==> src/rtl/result_collector.sv <==
// Collects signed row results from the row multiplier into a small register file,
// tracks the argmax, and serves results plus a status word on a registered read port.
module result_collector #(
    parameter int NUM_ROWS = 10,
    parameter int RES_W    = 16
) (
    input  logic                    clk,
    input  logic                    rst,
    input  logic                    clear,
    input  logic                    row_valid,
    input  logic signed [RES_W-1:0] row_result,
    input  logic                    rd_en,
    input  logic [3:0]              rd_addr,
    output logic [RES_W:0]          rd_data,
    output logic                    rd_valid,
    output logic                    done_calc,
    output logic                    busy,
    output logic [3:0]              best_index,
    output logic                    err
);

    typedef enum logic [1:0] {
        S_IDLE    = 2'd0,
        S_COLLECT = 2'd1,
        S_DONE    = 2'd2
    } state_t;

    localparam logic [3:0]             LAST_ROW   = 4'(NUM_ROWS - 1);
    localparam logic [3:0]             ROW_LIMIT  = 4'(NUM_ROWS);
    localparam logic [3:0]             STATUS_ADR = 4'd15;
    localparam logic signed [RES_W-1:0] MOST_NEG  = {1'b1, {(RES_W-1){1'b0}}};

    state_t                    r_state;
    state_t                    w_state_next;
    logic                      w_capture;
    logic                      w_stray;
    logic                      w_last;
    logic [3:0]                r_count;
    logic signed [RES_W-1:0]   r_buf [NUM_ROWS];
    logic [NUM_ROWS-1:0]       r_vld;
    logic signed [RES_W-1:0]   r_best_value;
    logic [3:0]                r_best_index;
    logic                      r_err;
    logic                      r_done_calc;
    logic [RES_W:0]            r_rd_data;
    logic                      r_rd_valid;
    logic [RES_W:0]            w_rd_word;

    always_ff @(posedge clk or posedge rst) begin
        if (rst) begin
            r_state <= S_IDLE;
        end else begin
            // NOTE: every sequential block uses <= so all registers see pre-edge values.
            r_state <= w_state_next;
        end
    end

    always_comb begin
        // NOTE: defaults first so no path through this block can infer a latch.
        w_state_next = r_state;
        w_capture    = 1'b0;
        w_stray      = 1'b0;
        if (clear) begin
            w_state_next = S_COLLECT;
        end else begin
            case (r_state)
                S_COLLECT: begin
                    if (row_valid) begin
                        w_capture = 1'b1;
                        if (r_count == LAST_ROW) w_state_next = S_DONE;
                    end
                end
                default: w_stray = row_valid;
            endcase
        end
    end

    assign w_last = w_capture && (r_count == LAST_ROW);

    always_ff @(posedge clk or posedge rst) begin
        if (rst) begin
            r_count      <= '0;
            r_vld        <= '0;
            r_best_value <= MOST_NEG;
            r_best_index <= '0;
            r_err        <= 1'b0;
            r_done_calc  <= 1'b0;
        end else begin
            r_done_calc <= w_last;
            if (clear) begin
                r_count      <= '0;
                r_vld        <= '0;
                r_best_value <= MOST_NEG;
                r_best_index <= '0;
                r_err        <= 1'b0;
            end else begin
                if (w_capture) begin
                    r_vld[r_count] <= 1'b1;
                    // Strict compare keeps the lower index on ties.
                    if (row_result > r_best_value) begin
                        r_best_value <= row_result;
                        r_best_index <= r_count;
                    end
                    if (!w_last) r_count <= r_count + 4'd1;
                end
                if (w_stray) r_err <= 1'b1;
            end
        end
    end

    // NOTE: the result storage has no reset; the per-entry valid flags say whether it is meaningful.
    always_ff @(posedge clk) begin
        if (w_capture) r_buf[r_count] <= row_result;
    end

    always_comb begin
        w_rd_word = '0;
        if (rd_addr < ROW_LIMIT) begin
            w_rd_word = {r_vld[rd_addr], r_buf[rd_addr]};
        end else if (rd_addr == STATUS_ADR) begin
            w_rd_word[RES_W] = (r_state == S_DONE);
            w_rd_word[4]     = r_err;
            w_rd_word[3:0]   = r_best_index;
        end
    end

    always_ff @(posedge clk or posedge rst) begin
        if (rst) begin
            r_rd_data  <= '0;
            r_rd_valid <= 1'b0;
        end else begin
            r_rd_valid <= rd_en;
            if (rd_en) r_rd_data <= w_rd_word;
        end
    end

    assign rd_data    = r_rd_data;
    assign rd_valid   = r_rd_valid;
    assign done_calc  = r_done_calc;
    assign busy       = (r_state == S_COLLECT);
    assign best_index = r_best_index;
    assign err        = r_err;

endmodule
==> config.mk <==
export PLATFORM = sky130hd
export DESIGN_NAME = result_collector
export DESIGN_NICKNAME = d
export VERILOG_FILES = /design/src/rtl/result_collector.sv
export SDC_FILE = /design/constraint.sdc
export NUM_CORES = 1
export LEC_CHECK = 0
export ABC_CLOCK_PERIOD_IN_PS = 4800
export CORE_ASPECT_RATIO = 1.4
export CORE_MARGIN = 5
export CORE_UTILIZATION = 55
export CTS_BUF_LIST = sky130_fd_sc_hd__clkbuf_4 sky130_fd_sc_hd__clkbuf_8
export DETAILED_ROUTE_END_ITERATION = 10
export DONT_BUFFER_PORTS = 1
export HOLD_SLACK_MARGIN = 0.08
export PLACE_DENSITY = 0.73
export SLEW_MARGIN = 20
export SYNTH_ARGS = -nofsm -noshare
export SYNTH_HDL_FRONTEND = slang
export SYNTH_SLANG_ARGS = --single-unit
==> constraint.sdc <==
create_clock -name clk -period 4.8 [get_ports clk]
set_input_delay 0.96 -clock clk [delete_from_list [all_inputs] [get_ports clk]]
set_output_delay 0.96 -clock clk [all_outputs]
set_load 0.01 [all_outputs]
==> results.json, run 1 <==
{
  "setup_slack_ns": 1.84,
  "finalHoldViolations": 0,
  "hold_start": "rd_en",
  "nFillCells": 1181,
  "cp-start-kind": "flop",
  "clock_latency_ns": 0.55,
  "drt-total-wl_um": 18800,
  "crit_path_start": "r_state[0]$_DFFE_PP0P_",
  "ys_async_sr_fraction_pct": 25.9,
  "synth-seq-cells": 216,
  "ctsRootBufferMaster": "clkbuf_8",
  "crit_required_ns": 4.96,
  "slew_headroom_pct": 28.9,
  "port_buffers": 0,
  "grt-ovfl-total": 0,
  "cts_resized": 0,
  "synth_top_area_share_pct": 52.7,
  "rows": 55,
  "cts_sinks": 216,
  "syn_area_per_cell_um2": 14.9,
  "postCtsHoldBufs": 0,
  "synth-main-ff-cell": "edfxtp_1",
  "wl_per_cell_um": 22.4,
  "clock_skew_ns": 0.0152,
  "drtAntennaViolNets": 0,
  "dieArea_mm2": 0.0193,
  "nets": 662,
  "fin_util_pct": 61.0,
  "dieWidth_um": 119,
  "drc": 0,
  "hold_class": "in -> reg",
  "dr.pass1.iters": 4,
  "syn_area_mm2": 0.00911,
  "syn2layout_area_growth_pct": 8.66,
  "cts.htree.levels": 1,
  "synth_nets": 656,
  "synth-edff-count": 160,
  "clk_pin_slew_worst_paths_ns": 0.07,
  "tns_ns": 0,
  "dp_hpwl_um": 11300,
  "pre_cts_slack_ns": 1.73,
  "place_congestion": 0.818,
  "placedCellCount": 784,
  "synth_area_leaders": "edfxtp_1, dfrtp_1, mux2i_1",
  "end_kind": "flop",
  "finalSetupViolCount": 0,
  "min_period_ns": 2.96,
  "vias_per_cell": 6.03,
  "finish.instance_area_mm2": 0.00990,
  "synth_seq_area_share_pct": 68.1,
  "place_area_mm2": 0.00926,
  "cts_buffer_depth": 3,
  "grt_pass1_vias": 5265,
  "dr.first_iter.drc_count": 470,
  "worstSetupPathType": "reg -> reg",
  "finalCritPeriodShare_pct": 61.7,
  "post_route_cells_drive_above_1_share_pct": 16.9,
  "core_area_mm2": 0.0162,
  "regToRegEndpoint": "r_buf[1][15]$_DFFE_PP_",
  "cts_buffers": 30,
  "final_cells": 839,
  "rsz0062_at_grt": "false",
  "power_density_mw_per_mm2": 382,
  "r2r_slack_ns": 1.84,
  "slew_violations": 0,
  "post_cts_buffers": 0,
  "cp_max_fo": 17,
  "vdd_drop_max_v": 0.000201,
  "maxCapViolCount": 0,
  "grt_pass1_wl_um": 29700,
  "worstMarginPinSlew_ns": 1.07,
  "synth.largest_area_cell": "edfxtp_1",
  "status": "finished, final reports clean",
  "p_leak_nw": 3.77,
  "crit_path_end": "r_buf[1][15]$_DFFE_PP_",
  "vias": 5058,
  "cts_tree": "built",
  "antenna_found_initial": 0,
  "r2r.worst_path.cells": 4,
  "grt_use_total_pct": 19.9,
  "timing.rr.start": "r_state[0]$_DFFE_PP0P_",
  "die_y_um": 162,
  "crit_arrival_ns": 3.12,
  "grt_max_degree": 75,
  "diodes": 0,
  "syn_inst": 611,
  "ioPinCount": 50,
  "ys_warn_count": 0,
  "start_util_pct": 56.1,
  "fmax_mhz": 338,
  "synth_cell_types": 36
}
-- power breakdown --
group,switching [mW],internal [mW]
clock,0.645,0.802
combinational,0.128,0.109
sequential,0.0381,2.06
-- per-stage QoR --
step	hold slack [ns]	total power, mW
final	0.452	3.79
after detailed placement	0.469	2.38
after global placement	0.453	2.37
after floorplan	0.444	2.35
after global routing	0.404	3.95
after CTS	0.418	3.82
-- cell usage after synthesis, drive strengths merged, types with 2 or more instances --
cell type and count:
edfxtp 160, mux2i 59, dfrtp 55, nand2 49, inv 36, mux2 29
a21oi 28, o21ai 28, nor2 23, ha 20, clkbuf 18, a221oi 17
a21o 14, buf 14, mux4 12, a21boi 11, a221o 11, and2 8
nor4 4, nand3 2, nand4 2
-- sequential cells by signal, indices dropped and copies added, names as in the netlist --
signal and flops:
r_count 4, r_state 2, err 1, r_buf 160
r_best_value 16, r_vld 10, rd_valid 1, best_index 4
rd_data 17, done_calc 1
-- worst min-delay path by stage --
| stage | slack [ns] | end | cells past startpoint |
|---|---|---|---|
| final | 0.45 | rd_valid$_DFF_PP0_ | 0 |
| after global routing | 0.40 | rd_valid$_DFF_PP0_ | 0 |
| after CTS | 0.42 | rd_valid$_DFF_PP0_ | 0 |
| after detailed placement | 0.47 | r_vld[7]$_DFFE_PP0P_ | 1 |
| after global placement | 0.45 | r_vld[7]$_DFFE_PP0P_ | 1 |
| after floorplan | 0.44 | r_vld[2]$_DFFE_PP0P_ | 1 |
-- metal layers --
metal	vias to the layer above	track usage [%]	share of wire (%)
met1	2567	24.1	39
met3	43	3.83	5.4
met5	-	0	0
met2	133	35.3	52
met4	0	7.54	3.2
li1	2315	-	-
-- cell usage in the layout, fill, tap and decap left out, types with 23 or more instances in the layout --
master / instances
mux2_2: 29
a21oi_1: 28
o21ai_0: 28
mux2i_1: 59
nand2_1: 49
inv_1: 35
dfrtp_1: 55
clkbuf_8: 39
nor2_1: 23
edfxtp_1: 160
-- layout make-up --
class | instances | area, um^2 | share of cell area [%]
repair buffers | 6 | 45.0 | 0.455
clock buffers | 49 | 612 | 6.18
inverters | 36 | 135 | 1.36
multi-input cells | 327 | 2630 | 26.5
well taps | 199 | 249 | 2.51
flip-flops and latches | 216 | 6210 | 62.7
clock inverters | 6 | 27.5 | 0.278
-- kinds of logic (layout without fill, tap and decap cells) --
group / Yosys count / count (layout) / share of synthesized area (%)
buffers and inverters: 68 / 97 / 3.24
multiplexers: 100 / 100 / 13.0
XOR/XNOR: 2 / 2 / 0.192
flip-flops: 216 / 216 / 68.1
AND/OR/NAND/NOR: 94 / 94 / 4.54
adder cells (fa/ha/maj): 20 / 20 / 2.75
AO/OA/AOI/OAI: 111 / 111 / 8.13
-- critical path, cell delays in order (launching register included) --
cell,delay [ns]
dfrtp_1,0.36
nor2b_1,0.36
nand2_1,0.35
nor4_1,0.55
and2_1,0.93
Note: power is estimated with default switching activity, not from simulation.
==> run 2, diff against run 1 <==
Settings changed: ABC_CLOCK_PERIOD_IN_PS 4800 to 2900.
Clock period 4.8 ns to 2.9 ns, I/O delays scaled along.
==> results.json, run 2 (synthesized netlist as in run 1, its figures left out) <==
{
  "status": "finished, final reports clean",
  "dieArea_mm2": 0.0193,
  "diodes": 0,
  "place_area_mm2": 0.00943,
  "post_cts_buffers": 0,
  "post_route_cells_drive_above_1_share_pct": 18.1,
  "nets": 682,
  "finalHoldViolations": 0,
  "maxCapViolCount": 0,
  "finalSetupViolCount": 0,
  "min_period_ns": 2.63,
  "dieWidth_um": 119,
  "cts_tree": "built",
  "wl_per_cell_um": 22.0,
  "postCtsHoldBufs": 1,
  "whs_ns": 0.136,
  "cts_resized": 0,
  "power_density_mw_per_mm2": 629,
  "hold_start": "rd_en",
  "crit_required_ns": 3.30,
  "dr.pass1.iters": 5,
  "vdd_drop_max_v": 0.000376,
  "pre_cts_slack_ns": 0.245,
  "cts.htree.levels": 2,
  "largest_register_ffs": 160,
  "setup_slack_ns": 0.267,
  "drtAntennaViolNets": 0,
  "drc": 0,
  "grt_pass1_wl_um": 29900,
  "grt_max_degree": 75,
  "vias_per_cell": 5.90,
  "start_util_pct": 56.1,
  "final_cell_mix": "edfxtp_1, mux2i_1, dfrtp_1",
  "r2r.worst_path.cells": 8,
  "clk_pin_slew_worst_paths_ns": 0.07,
  "rsz0062_at_grt": "false",
  "slowest_delay_ns": 0.63,
  "worstSetupPathType": "reg -> reg",
  "cp-start-kind": "flop",
  "layout_commonest_cell": "edfxtp_1",
  "power_mw": 6.36,
  "port_buffers": 0,
  "antenna_found_initial": 0,
  "die_y_um": 162,
  "place_congestion": 0.784,
  "grt_use_total_pct": 20.0,
  "cts_buffers": 34,
  "tns_ns": 0,
  "clock_skew_ns": 0.0236,
  "syn2layout_area_growth_pct": 11.0,
  "p_leak_nw": 3.88,
  "dr.first_iter.drc_count": 332,
  "cp_slowest_cell": "mux2_2",
  "finish.instance_area_mm2": 0.0101,
  "drt-total-wl_um": 19000,
  "regMostFlops": "r_buf",
  "clock_latency_ns": 0.51,
  "slew_violations": 0,
  "rows": 55,
  "crit_family": "multiplexers",
  "vias": 5088,
  "crit_chain": "inv_1 > ha_1 > nand4_1 > nor4_2 > o21ai_0 > o211ai_1 > mux2_2 > mux2i_1",
  "dp_hpwl_um": 12200,
  "grt-ovfl-total": 0,
  "path_buf_inv": 1,
  "ctsRootBufferMaster": "clkbuf_8",
  "regToRegEndpoint": "r_best_value[12]$_DFFE_PP0P_",
  "hold_end": "rd_valid$_DFF_PP0_",
  "worstMarginPinSlew_ns": 0.677,
  "min_path_cells": 0,
  "fmax_mhz": 380,
  "grt_pass1_vias": 5493,
  "cts_buffer_depth": 3,
  "slew_headroom_pct": 54.5,
  "crit_arrival_ns": 3.03,
  "cts_sinks": 216,
  "r2r_slack_ns": 0.27,
  "finalCritPeriodShare_pct": 90.8,
  "core_area_mm2": 0.0162,
  "timing.rr.start": "r_best_value[15]$_DFFE_PP1P_",
  "end_kind": "flop",
  "hold_class": "in -> reg",
  "ioPinCount": 50,
  "cp_max_fo": 20
}
run 2: cell count changes in the layout (fill, tap and decap cells not counted):
cell / change
buf_4: +12
clkinv_1: +7
and2_1: +3
and2_2: -3
buf_12: +3
clkinv_2: -3
inv_6: +2
nor4_2: -2
nor4_4: +2
clkbuf_4: +1
dlygate4sd3_1: +1
run 2: worst max path at each step:
| stage | start | to | slack, ns | cells after the start |
|---|---|---|---|---|
| 2_1_floorplan | r_state[0]$_DFFE_PP0P_ | r_buf[9][0]$_DFFE_PP_ | 0.50 | 3 |
| 3_3_place_gp | row_result[15] | r_best_value[5]$_DFFE_PP0P_ | 0.38 | 7 |
| 3_5_place_dp | row_result[15] | r_best_value[12]$_DFFE_PP0P_ | 0.24 | 7 |
| 4_1_cts | r_best_value[15]$_DFFE_PP1P_ | r_best_value[12]$_DFFE_PP0P_ | 0.25 | 8 |
| 5_1_grt | r_best_value[15]$_DFFE_PP1P_ | r_best_value[12]$_DFFE_PP0P_ | 0.11 | 8 |
| 6_report | r_best_value[15]$_DFFE_PP1P_ | r_best_value[12]$_DFFE_PP0P_ | 0.27 | 8 |
run 2: worst reg2reg max path, cell delays in order (launching register included):
cell and delay (ns):
dfstp_2 0.53, inv_1 0.04, ha_1 0.32, nand4_1 0.16, nor4_2 0.33, o21ai_0 0.14, o211ai_1 0.11, mux2_2 0.63
mux2i_1 0.28
run 2: cell type report:
type                       instances  area [um^2]
clock inverter                    12         56.3
fill                            1191         6130
multi-input combinational        327         2640
tap                              199          249
clock buffer                      50          619
timing repair buffer              22          205
inverter                          36          135
sequential                       216         6210
run 2: stage by stage:
stage	util, %	cells
4_1_cts	62.3	862
2_1_floorplan	-	611
3_3_place_gp	58.0	799
6_report	62.3	862
5_1_grt	62.3	862
3_5_place_dp	58.0	799
run 2: report_power, final:
part / total (mW) / leakage [nW] / internal, mW / switching [mW]
sequential: 3.48 / 2.18 / 3.42 / 0.0628
combinational: 0.400 / 1.34 / 0.189 / 0.211
clock: 2.48 / 0.358 / 1.38 / 1.11
run 2: layer usage:
metal / vias up / track usage (%) / wire, um
li1: 2357 / - / -
met4: 0 / 6.80 / 536
met5: - / 0 / 0
met2: 123 / 36.3 / 10000
met1: 2566 / 23.7 / 7370
met3: 42 / 4.21 / 1020
